[src/rtl/extend_shift_unit_if.sv]
`default_nettype none
// ============================================================================
// Module      : extend_shift_unit_if
// Description : Request/response bundle for the extend/shift unit. The slave
//               side belongs to the unit. The master side belongs to whatever
//               issues requests and collects results.
// Revision    : 1.0 - initial release
// ============================================================================
interface extend_shift_unit_if #(
    parameter int WIDTH = 32
);
    logic             start;
    logic [2:0]       mode;
    logic [23:0]      instr;
    logic [WIDTH-1:0] rm_val;
    logic [7:0]       rs_val;
    logic             carry_in;
    logic             busy;
    logic             result_valid;
    logic [WIDTH-1:0] result;
    logic             carry_out;
    logic             illegal;

    modport slave (
        input  start, mode, instr, rm_val, rs_val, carry_in,
        output busy, result_valid, result, carry_out, illegal
    );

    modport master (
        output start, mode, instr, rm_val, rs_val, carry_in,
        input  busy, result_valid, result, carry_out, illegal
    );
endinterface
`default_nettype wire

[src/rtl/extend_shift_unit.sv]
`default_nettype none
// ============================================================================
// Module      : extend_shift_unit
// Description : Execute-stage operand former. It handles rotated immediates,
//               12-bit offsets, branch offsets and register operands shifted
//               by an immediate or a register amount. Shifts are performed
//               iteratively, at most STEP positions per cycle.
//               Optional macro EXTEND_CARRY_EN builds the ARM shifter
//               carry-out. When that macro is undefined, carry_out is tied
//               to 0 and carry_in is ignored.
// Revision    : 1.0 - initial release
// ============================================================================
module extend_shift_unit #(
    parameter int WIDTH = 32,
    parameter int STEP  = 4
) (
    input  wire logic          clk,
    input  wire logic          reset,
    extend_shift_unit_if.slave bus
);
    localparam int LW = $clog2(WIDTH);
    localparam int RW = LW + 1;

    localparam logic [RW-1:0] c_width_amt = RW'(WIDTH);
    localparam logic [RW-1:0] c_step      = RW'(STEP);
    localparam logic [RW-1:0] c_one       = RW'(1);
    localparam logic [8:0]    c_width9    = 9'(WIDTH);

    localparam logic [1:0] c_lsl = 2'b00;
    localparam logic [1:0] c_lsr = 2'b01;
    localparam logic [1:0] c_asr = 2'b10;
    localparam logic [1:0] c_ror = 2'b11;

    typedef enum logic [1:0] {
        S_IDLE  = 2'd0,
        S_SHIFT = 2'd1,
        S_DONE  = 2'd2
    } state_t;

    state_t           state_q, state_d;
    logic [WIDTH-1:0] op_q, op_d;
    logic [1:0]       typ_q, typ_d;
    logic [RW-1:0]    rem_q, rem_d;
    logic [WIDTH-1:0] result_q, result_d;
    logic             illegal_q, illegal_d;

    // Load-time decode results
    logic [WIDTH-1:0] w_ld_op;
    logic [1:0]       w_ld_typ;
    logic [RW-1:0]    w_ld_amt;
    logic             w_ld_ill;
    logic [8:0]       w_a;
    logic             w_gen;
    logic             w_cin;

    // Iterative engine results
    logic [RW-1:0]    w_k;
    logic [WIDTH-1:0] w_sh_op;

`ifdef EXTEND_CARRY_EN
    logic             carry_q, carry_d;
    logic             w_ld_c;
    logic             w_sh_c;
    assign w_cin = bus.carry_in;
`else
    // RRX shifts in 0 when carry support is not built
    assign w_cin = 1'b0;
`endif

    // Decode the request into the operand, the shift kind and the residual amount.
    // Saturating cases are finished here and leave no residual amount.
    always_comb begin
        w_ld_op  = '0;
        w_ld_typ = c_lsl;
        w_ld_amt = '0;
        w_ld_ill = 1'b0;
        w_a      = '0;
        w_gen    = 1'b0;
`ifdef EXTEND_CARRY_EN
        w_ld_c   = w_cin;
`endif
        case (bus.mode)
            3'b000: begin
                // The engine's ROR carry equals the result MSB, as the mode requires
                w_ld_op  = WIDTH'(bus.instr[7:0]);
                w_ld_typ = c_ror;
                w_ld_amt = RW'({bus.instr[11:8], 1'b0});
            end
            3'b001: w_ld_op = WIDTH'(bus.instr[11:0]);
            3'b010: w_ld_op = {{(WIDTH-26){bus.instr[23]}}, bus.instr, 2'b00};
            3'b011: begin
                w_ld_op  = bus.rm_val;
                w_ld_typ = bus.instr[6:5];
                if (bus.instr[11:7] == 5'd0) begin
                    case (bus.instr[6:5])
                        c_lsr, c_asr: begin
                            w_a   = 9'd32;
                            w_gen = 1'b1;
                        end
                        c_ror: begin
                            w_ld_op = {w_cin, bus.rm_val[WIDTH-1:1]};
`ifdef EXTEND_CARRY_EN
                            w_ld_c  = bus.rm_val[0];
`endif
                        end
                        default: ;
                    endcase
                end else begin
                    w_a   = {4'd0, bus.instr[11:7]};
                    w_gen = 1'b1;
                end
            end
            3'b100: begin
                w_ld_op  = bus.rm_val;
                w_ld_typ = bus.instr[6:5];
                if (bus.rs_val != 8'd0) begin
                    w_a   = {1'b0, bus.rs_val};
                    w_gen = 1'b1;
                end
            end
            default: begin
                w_ld_ill = 1'b1;
`ifdef EXTEND_CARRY_EN
                w_ld_c   = 1'b0;
`endif
            end
        endcase

        if (w_gen) begin
            case (w_ld_typ)
                c_lsl: begin
                    if (w_a >= c_width9) begin
                        w_ld_op = '0;
`ifdef EXTEND_CARRY_EN
                        w_ld_c  = (w_a == c_width9) ? bus.rm_val[0] : 1'b0;
`endif
                    end else begin
                        w_ld_amt = w_a[RW-1:0];
                    end
                end
                c_lsr: begin
                    if (w_a >= c_width9) begin
                        w_ld_op = '0;
`ifdef EXTEND_CARRY_EN
                        w_ld_c  = (w_a == c_width9) ? bus.rm_val[WIDTH-1] : 1'b0;
`endif
                    end else begin
                        w_ld_amt = w_a[RW-1:0];
                    end
                end
                c_asr: begin
                    if (w_a >= c_width9) begin
                        w_ld_op = {WIDTH{bus.rm_val[WIDTH-1]}};
`ifdef EXTEND_CARRY_EN
                        w_ld_c  = bus.rm_val[WIDTH-1];
`endif
                    end else begin
                        w_ld_amt = w_a[RW-1:0];
                    end
                end
                default: begin
                    // A rotate by a nonzero multiple of WIDTH leaves the value
                    // unchanged, and the carry is its MSB
                    if (w_a[LW-1:0] == '0) begin
`ifdef EXTEND_CARRY_EN
                        w_ld_c = bus.rm_val[WIDTH-1];
`endif
                    end else begin
                        w_ld_amt = RW'(w_a[LW-1:0]);
                    end
                end
            endcase
        end
    end

    // One engine step: shift by min(rem, STEP) and capture the last bit shifted out
    always_comb begin
        w_k = (rem_q < c_step) ? rem_q : c_step;
        case (typ_q)
            c_lsl:   w_sh_op = op_q << w_k;
            c_lsr:   w_sh_op = op_q >> w_k;
            c_asr:   w_sh_op = $signed(op_q) >>> w_k;
            default: w_sh_op = (op_q >> w_k) | (op_q << (c_width_amt - w_k));
        endcase
`ifdef EXTEND_CARRY_EN
        // The index is valid whenever w_k >= 1, which always holds in SHIFT
        if (typ_q == c_lsl) begin
            w_sh_c = op_q[LW'(c_width_amt - w_k)];
        end else begin
            w_sh_c = op_q[LW'(w_k - c_one)];
        end
`endif
    end

    // Next state: accept in IDLE/DONE, iterate in SHIFT, publish results on entry to DONE
    always_comb begin
        state_d   = state_q;
        op_d      = op_q;
        typ_d     = typ_q;
        rem_d     = rem_q;
        result_d  = result_q;
        illegal_d = illegal_q;
`ifdef EXTEND_CARRY_EN
        carry_d   = carry_q;
`endif
        case (state_q)
            S_SHIFT: begin
                op_d  = w_sh_op;
                rem_d = rem_q - w_k;
                if (rem_q <= c_step) begin
                    state_d   = S_DONE;
                    result_d  = w_sh_op;
                    illegal_d = 1'b0;
`ifdef EXTEND_CARRY_EN
                    carry_d   = w_sh_c;
`endif
                end
            end
            default: begin
                state_d = S_IDLE;
                if (bus.start) begin
                    op_d  = w_ld_op;
                    typ_d = w_ld_typ;
                    rem_d = w_ld_amt;
                    if (w_ld_amt == '0) begin
                        state_d   = S_DONE;
                        result_d  = w_ld_op;
                        illegal_d = w_ld_ill;
`ifdef EXTEND_CARRY_EN
                        carry_d   = w_ld_c;
`endif
                    end else begin
                        state_d = S_SHIFT;
                    end
                end
            end
        endcase
    end

    // State and datapath registers; reset aborts any operation in flight
    always_ff @(posedge clk) begin
        if (reset) begin
            state_q   <= S_IDLE;
            op_q      <= '0;
            typ_q     <= c_lsl;
            rem_q     <= '0;
            result_q  <= '0;
            illegal_q <= 1'b0;
`ifdef EXTEND_CARRY_EN
            carry_q   <= 1'b0;
`endif
        end else begin
            state_q   <= state_d;
            op_q      <= op_d;
            typ_q     <= typ_d;
            rem_q     <= rem_d;
            result_q  <= result_d;
            illegal_q <= illegal_d;
`ifdef EXTEND_CARRY_EN
            carry_q   <= carry_d;
`endif
        end
    end

    assign bus.busy         = (state_q == S_SHIFT);
    assign bus.result_valid = (state_q == S_DONE);
    assign bus.result       = result_q;
    assign bus.illegal      = illegal_q;
`ifdef EXTEND_CARRY_EN
    assign bus.carry_out    = carry_q;
`else
    assign bus.carry_out    = 1'b0;
`endif

endmodule
`default_nettype wire

[src/flat_wrapper.sv]
// flat-port wrapper written by rule: the top's interface ports become plain ports
module extend_shift_unit_flat 
#(
    parameter int WIDTH = 32,
    parameter int STEP  = 4
)
  (clk, reset, bus_start, bus_mode, bus_instr, bus_rm_val, bus_rs_val, bus_carry_in, bus_busy, bus_result_valid, bus_result, bus_carry_out, bus_illegal);
  extend_shift_unit_if #(.WIDTH(WIDTH)) bus_i ();
  input  wire logic clk;
  input  wire logic reset;
  input wire logic [$bits(bus_i.start)-1:0] bus_start;
  input wire logic [$bits(bus_i.mode)-1:0] bus_mode;
  input wire logic [$bits(bus_i.instr)-1:0] bus_instr;
  input wire logic [$bits(bus_i.rm_val)-1:0] bus_rm_val;
  input wire logic [$bits(bus_i.rs_val)-1:0] bus_rs_val;
  input wire logic [$bits(bus_i.carry_in)-1:0] bus_carry_in;
  output wire logic [$bits(bus_i.busy)-1:0] bus_busy;
  output wire logic [$bits(bus_i.result_valid)-1:0] bus_result_valid;
  output wire logic [$bits(bus_i.result)-1:0] bus_result;
  output wire logic [$bits(bus_i.carry_out)-1:0] bus_carry_out;
  output wire logic [$bits(bus_i.illegal)-1:0] bus_illegal;
  assign bus_i.start = bus_start;
  assign bus_i.mode = bus_mode;
  assign bus_i.instr = bus_instr;
  assign bus_i.rm_val = bus_rm_val;
  assign bus_i.rs_val = bus_rs_val;
  assign bus_i.carry_in = bus_carry_in;
  assign bus_busy = bus_i.busy;
  assign bus_result_valid = bus_i.result_valid;
  assign bus_result = bus_i.result;
  assign bus_carry_out = bus_i.carry_out;
  assign bus_illegal = bus_i.illegal;
  extend_shift_unit #(.WIDTH(WIDTH), .STEP(STEP)) u_core (.clk(clk), .reset(reset), .bus(bus_i));
endmodule
[config.mk]
export PLATFORM = sky130hd
export DESIGN_NAME = extend_shift_unit_flat
export DESIGN_NICKNAME = d
export VERILOG_FILES = /design/src/rtl/extend_shift_unit_if.sv /design/src/rtl/extend_shift_unit.sv /design/src/flat_wrapper.sv
export SDC_FILE = /design/constraint.sdc
export NUM_CORES = 1
export LEC_CHECK = 0
export ABC_AREA = 1
export BUFFER_PORTS_ARGS = -buffer_cell sky130_fd_sc_hd__buf_2
export CAP_MARGIN = 0
export CORE_ASPECT_RATIO = 0.6
export CORE_MARGIN = 3
export CORE_UTILIZATION = 45
export CTS_BUF_LIST = sky130_fd_sc_hd__clkbuf_4
export CTS_CLUSTER_DIAMETER = 120
export CTS_CLUSTER_SIZE = 8
export DETAILED_ROUTE_END_ITERATION = 16
export PLACE_DENSITY = 0.68
export SYNTH_ARGS = -nofsm -noshare
export SYNTH_HDL_FRONTEND = slang
export SYNTH_SLANG_ARGS = --single-unit
[constraint.sdc]
create_clock -name clk -period 2.9 [get_ports clk]
set_input_delay 0.58 -clock clk [delete_from_list [all_inputs] [get_ports clk]]
set_output_delay 0.58 -clock clk [all_outputs]
set_load 0.05 [all_outputs]
Word-level counts from Yosys, hierarchy flattened
Cells that the tools add are included.
Widths: inputs -> output; s select.
{"block": "word_totals", "input_bits": 71, "memories": 0, "latch_bits": 0, "ramBits": 0, "ff_bits": 75, "mem_bits_ro": 0, "word_cells": 87, "out_inout_bits": 36}
{"block": "op_classes", "muxes": 40, "div": 0, "magnitude_cmp": 3, "bitwise_logic": 2, "eq_ne": 14, "reduce_logical": 16, "n_addsub": 2, "n_shift": 4, "mul": 0}
{"operator": "$mux 32", "count": 11}
{"operator": "$pmux 32 s5", "count": 1}
{"operator": "$pmux 32 s3", "count": 1}
{"operator": "$pmux 32 s2", "count": 1}
{"operator": "$shl 32x6->32", "count": 2}
{"operator": "$mux 6", "count": 8}
{"operator": "$or 32x32->32", "count": 1}
{"operator": "$shr 32x6->32", "count": 1}
{"operator": "$sshr 32x6->32", "count": 1}
{"operator": "$pmux 9 s2", "count": 1}
{"operator": "$eq 2x2->1 const B", "count": 5}
{"operator": "$logic_not 5->1", "count": 2}
{"operator": "$mux 5", "count": 2}
{"operator": "$ge 9x6->1 const B", "count": 1}
{"operator": "$eq 2x1->1 const B", "count": 4}
{"operator": "$mux 1", "count": 8}
{"operator": "$mux 2", "count": 4}
{"operator": "$mux 8", "count": 1}
{"operator": "$reduce_bool 8->1", "count": 1}
{"operator": "$eq 3x2->1 const B", "count": 2}
{"operator": "$le 6x3->1 const B", "count": 1}
{"operator": "$logic_not 6->1", "count": 1}
{"operator": "$lt 6x3->1 const B", "count": 1}
{"operator": "$reduce_or 2->1", "count": 3}
{"operator": "other kinds (15)", "count": 17}

Longest topological paths before layout
{"block": "logic_depth", "word_depth": 13, "depth_mapped": 22, "mapped_depth_nobuf": 20}

Least setup slack after synthesis
Ideal clock, no wire load.
{"block": "synth_path", "kind": "register to register", "startpoint": "register u_core.rem_q[2]", "endpoint": "register u_core.op_q[30]", "setup_ns": 0.114, "stages_incl_launch_ff": 21, "t_arrival_ns": 2.779, "t_required_ns": 2.786, "slack_ns": 0.008, "period_less_slack_ns": 2.892, "cell_sequence": "dfxtp_1 nor2_4 nand2_4 nor2_2 inv_2 clkbuf_1 ha_1 clkbuf_1 inv_1 buf_1 nand3_1 nand2_1 nand2_1 nand2_1 nand2_1 nand2_1 nand2_1 nand3_1 nand2_1 o21bai_1 inv_1"}
{"block": "synth_between", "elab_chain_cells": 7}
{"item": "from (decl)", "line_no": "extend_shift_unit.sv:43", "rtl": "logic [RW-1:0] rem_q, rem_d;"}
{"item": "from (signal assigned)", "line_no": "extend_shift_unit.sv:256", "rtl": "rem_q <= rem_d;"}
{"item": "$lt 6x3->1", "line_no": "extend_shift_unit.sv:178", "rtl": "w_k = (rem_q < c_step) ? rem_q : c_step;"}
{"item": "$mux 6 (*)", "line_no": "extend_shift_unit.sv:178"}
{"item": "$sub 6x6->6", "line_no": "extend_shift_unit.sv:183", "rtl": "default: w_sh_op = (op_q >> w_k) | (op_q << (c_width_amt - w_k));"}
{"item": "$shl 32x6->32", "line_no": "extend_shift_unit.sv:183"}
{"item": "$or 32x32->32", "line_no": "extend_shift_unit.sv:183"}
{"item": "$pmux 32 s3 (*)", "line_no": "extend_shift_unit.sv:179", "rtl": "case (typ_q)"}
{"item": "$mux 32 (*)", "line_no": "extend_shift_unit.sv:206", "rtl": "case (state_q)"}
{"item": "to (signal assigned)", "line_no": "extend_shift_unit.sv:254", "rtl": "op_q <= op_d;"}
{"item": "to (decl)", "line_no": "extend_shift_unit.sv:41", "rtl": "logic [WIDTH-1:0] op_q, op_d;"}
Every way passes the cells marked *; elsewhere a longest branch is shown, timed or not.
A chain may end at the register's enable or synchronous reset.

Worst setup path in the final report
{"block": "layout_path", "startpoint": "register u_core.rem_q[3]", "endpoint": "register u_core.op_q[26]"}
The elaborated chain is that of the path after synthesis.

==> key figures <==
Drt
  • Drt wl/cell: 18.76 um
  • DRT antenna net count: 0
  • Vias/cell: 5.862
  • Routed vias: 9,567
  • First DRT Iteration DRCs: 1,340
  • Detailed Routing Iterations Pass 1: 6
  • Drt drc: 0
  • Routed WL: 30.62 mm

Clock tree
  • CTS tree: built
  • CTS sink count: 75
  • CTS buffer count: 9
  • Root buffer cell: clkbuf_4
  • Hold_buf cts: 0
  • Clock Latency Late Sink: 480 ps
  • Reg clk slew, reported paths: 140 ps
  • H-tree levels: 3
  • Clock Tree Buf Depth: 2

Floorplan
  • Site Rows: 35
  • Die width: 169.3 um
  • I/O pins: approximately 110
  • Die height: 104.0 um
  • Initial Utilization: about 46%
  • Die area: 17,610 um2
  • Core Box Area: 15,500 um2

Finish
  • Commonest non-fill, non-tap cells in the layout: 429 x nand2_1, 131 x nand3_1, 121 x nor2_1, 115 x inv_1, 107 x o21ai_0
  • Commonest non-fill, non-tap cell in the layout: nand2_1
  • Layout cells sized above 1: 17.49%
  • Final #Nets: 1,498
  • Register area: 1501 um2
  • Multi-input logic area: just under 5000 um2
  • ANT cells: 0
  • Fill cell count: 1,673
  • Layout area overhead: 17.15%

STA
  • Final hold vios: 0
  • Setup TNS: 0 ps
  • Layout Skew: around 33 ps
  • F_max: 364.5 MHz
  • Worst slew pin tran: 752.5 ps
  • Slew Viols, Final: 0
  • Minimum clock period: 2743 ps
  • Final setup violation count: 0
  • Setup WS post-layout: 156.7 ps
  • Rel. slew slack: 49.78%
  • Fin crit share: between 90% and 100%

Global route
  • Grt total ovfl: 0
  • Global-route wire length before repair: 47.06 mm
  • Antenna violations before repair: 1
  • Number of global-route vias before repair: around 8,400
  • Total track usage: approximately a third
  • Largest net degree at the start of global routing: 46

Run status
  • Outcome: finished, final reports clean

Yosys
  • Synth Register Bits: 75
  • Synth cell types: between 40 and 50
  • Synth Flop Type: dfxtp_1
  • FFs w/ async S/R, synth: 0%
  • Sequential share of the synthesized area: 20.85%
  • Cells after Synth: 1,304
  • Avg Inst Size Synth: 5.522 um2
  • EDFF count, synth: 0
  • Mapped Area: 7201 um2
  • Ys Warns: 0
  • Synth Net Count: 1,378

Setup path
  • CP endpoint kind: flip-flop
  • Worst path max stage delay: between 300 and 400 ps
  • Req. time, crit path: 3310 ps
  • CP startpoint kind: flip-flop
  • CP Cell Sequence: nor2_4, nand2_4, nor2_2, inv_2, ha_1, clkinvlp_4, nand3_1, nand3_1, nand2_1, nand3_1, nand2_1, nand2_1, nand2_1, nand2_1, nand2_1, nand3_1, inv_1
  • WS Path Type: flip-flop to flip-flop
  • Worst EP arrival: 3150 ps
  • Critical path's most frequent cell: nand2_1
  • Cell with the largest stage delay on the worst path: dfxtp_1
  • Crit Path Max Fanout: 11

Pwr
  • Tot Pwr: between 4 and 5 mW
  • Maximum vdd drop: 0.3415 mV
  • Pwr/cell area: 515.2 nW/um2
  • LEAKAGE: between 4 and 5 nW

Placement
  • # port buffers: 104
  • RePlAce Congestion: 1.029
  • Setup slack at placement: 150.0 ps
  • Detailed Place HPWL: roughly 24 mm

Flow run
  • Total of max-cap violations: 0

Min path
  • HP Class: flip-flop to flip-flop
[Yosys cell counts, drive strengths merged, types with 3 or more instances]
library cell  count  area share, %
nand4            29            2.5
buf              25            2.1
nand3           133            9.4
o221ai            7           0.85
o211ai           25            2.6
nand2           447             24
a21oi            74            5.7
o21ai           132            9.6
dfxtp            75             21
nor3              3           0.21
clkbuf           43            2.2
inv             120            6.3
ha                3           0.52
a31oi            14            1.2
nor2            133            7.7
o22ai             9           0.78
a22oi             5           0.52
clkinv            5           0.28
a211oi            4           0.42
[registers in the layout, indices dropped and copies added, names as in the netlist]
signal / flops
u_core.rem_q: 6
u_core.bus.illegal: 1
u_core.bus.result: 32
u_core.op_q: 32
u_core.state_q: 2
u_core.typ_q: 2
[cells by family after synthesis]
group           after synthesis  synth area share [%]
fa+ha+maj                     3                0.5213
buf+inv                     193                 10.84
flops                        75                 20.85
xor+xnor                      1                0.1217
simple gates                750                 44.73
other cells                   2                0.1043
compound gates              280                 22.83
[routing by layer]
layer,up-vias,GRT usage [%],share of wire [%]
li1,4558,-,-
met1,4374,52.34,47
met2,587,42.77,37
met5,-,0,0
met3,48,13.37,15
met4,0,7.293,2.1
[metrics by stage]
| step | hold WS [ps] | utilization [%] | std cells | cell area [um2] |
|---|---|---|---|---|
| global placement | 447.7 | 53.33 | 1613 | 8268 |
| floorplan | 468.5 | - | 1304 | 7201 |
| detailed placement | 464.4 | 53.33 | 1613 | 8268 |
| CTS | 485.5 | 54.18 | 1629 | 8399 |
| finish | 481.5 | 54.41 | 1632 | 8436 |
| global route | 505.8 | 54.41 | 1632 | 8436 |
[report_power, final]
part	internal (mW)	switching (mW)	leakage, nW	total (mW)
combinational	0.739	1.69	3.49	2.43
clock	0.197	0.486	0.0674	0.683
sequential	1.15	0.0843	0.616	1.23
[critical path: cells and delay by family, from the launching register on]
kind                     cells  cell delay (ps)
adder cells (fa/ha/maj)      1              370
buffers and inverters        3              340
AND/OR/NAND/NOR             13             1580
flip-flops                   1              380
[repair_timing]
item / CTS / global route
endpoints found under the setup margin: 0 / 12
gates resized for setup: 0 / 4
buffers inserted: 0 / 3
[final timing paths]
path	end	startpoint	depth (start not counted)	slack [ps]
max reg2reg	u_core.op_q[26]$_SDFFE_PP0P_	u_core.rem_q[3]$_SDFFE_PP0P_	17	160
min	u_core.bus.illegal$_SDFFE_PP0P_	u_core.bus.illegal$_SDFFE_PP0P_	2	480
min reg2reg	u_core.bus.illegal$_SDFFE_PP0P_	u_core.bus.illegal$_SDFFE_PP0P_	2	480
max	u_core.op_q[26]$_SDFFE_PP0P_	u_core.rem_q[3]$_SDFFE_PP0P_	17	160
[cell type report]
class	instances	area share, %
clock buffer	9	0.8009
timing repair buffer	177	13.56
tap	203	3.011
inverter	125	5.621
sequential	75	17.80
multi-input combinational	1036	58.45
clock inverter	7	0.7565
Note: power is estimated with default switching activity, not from simulation.
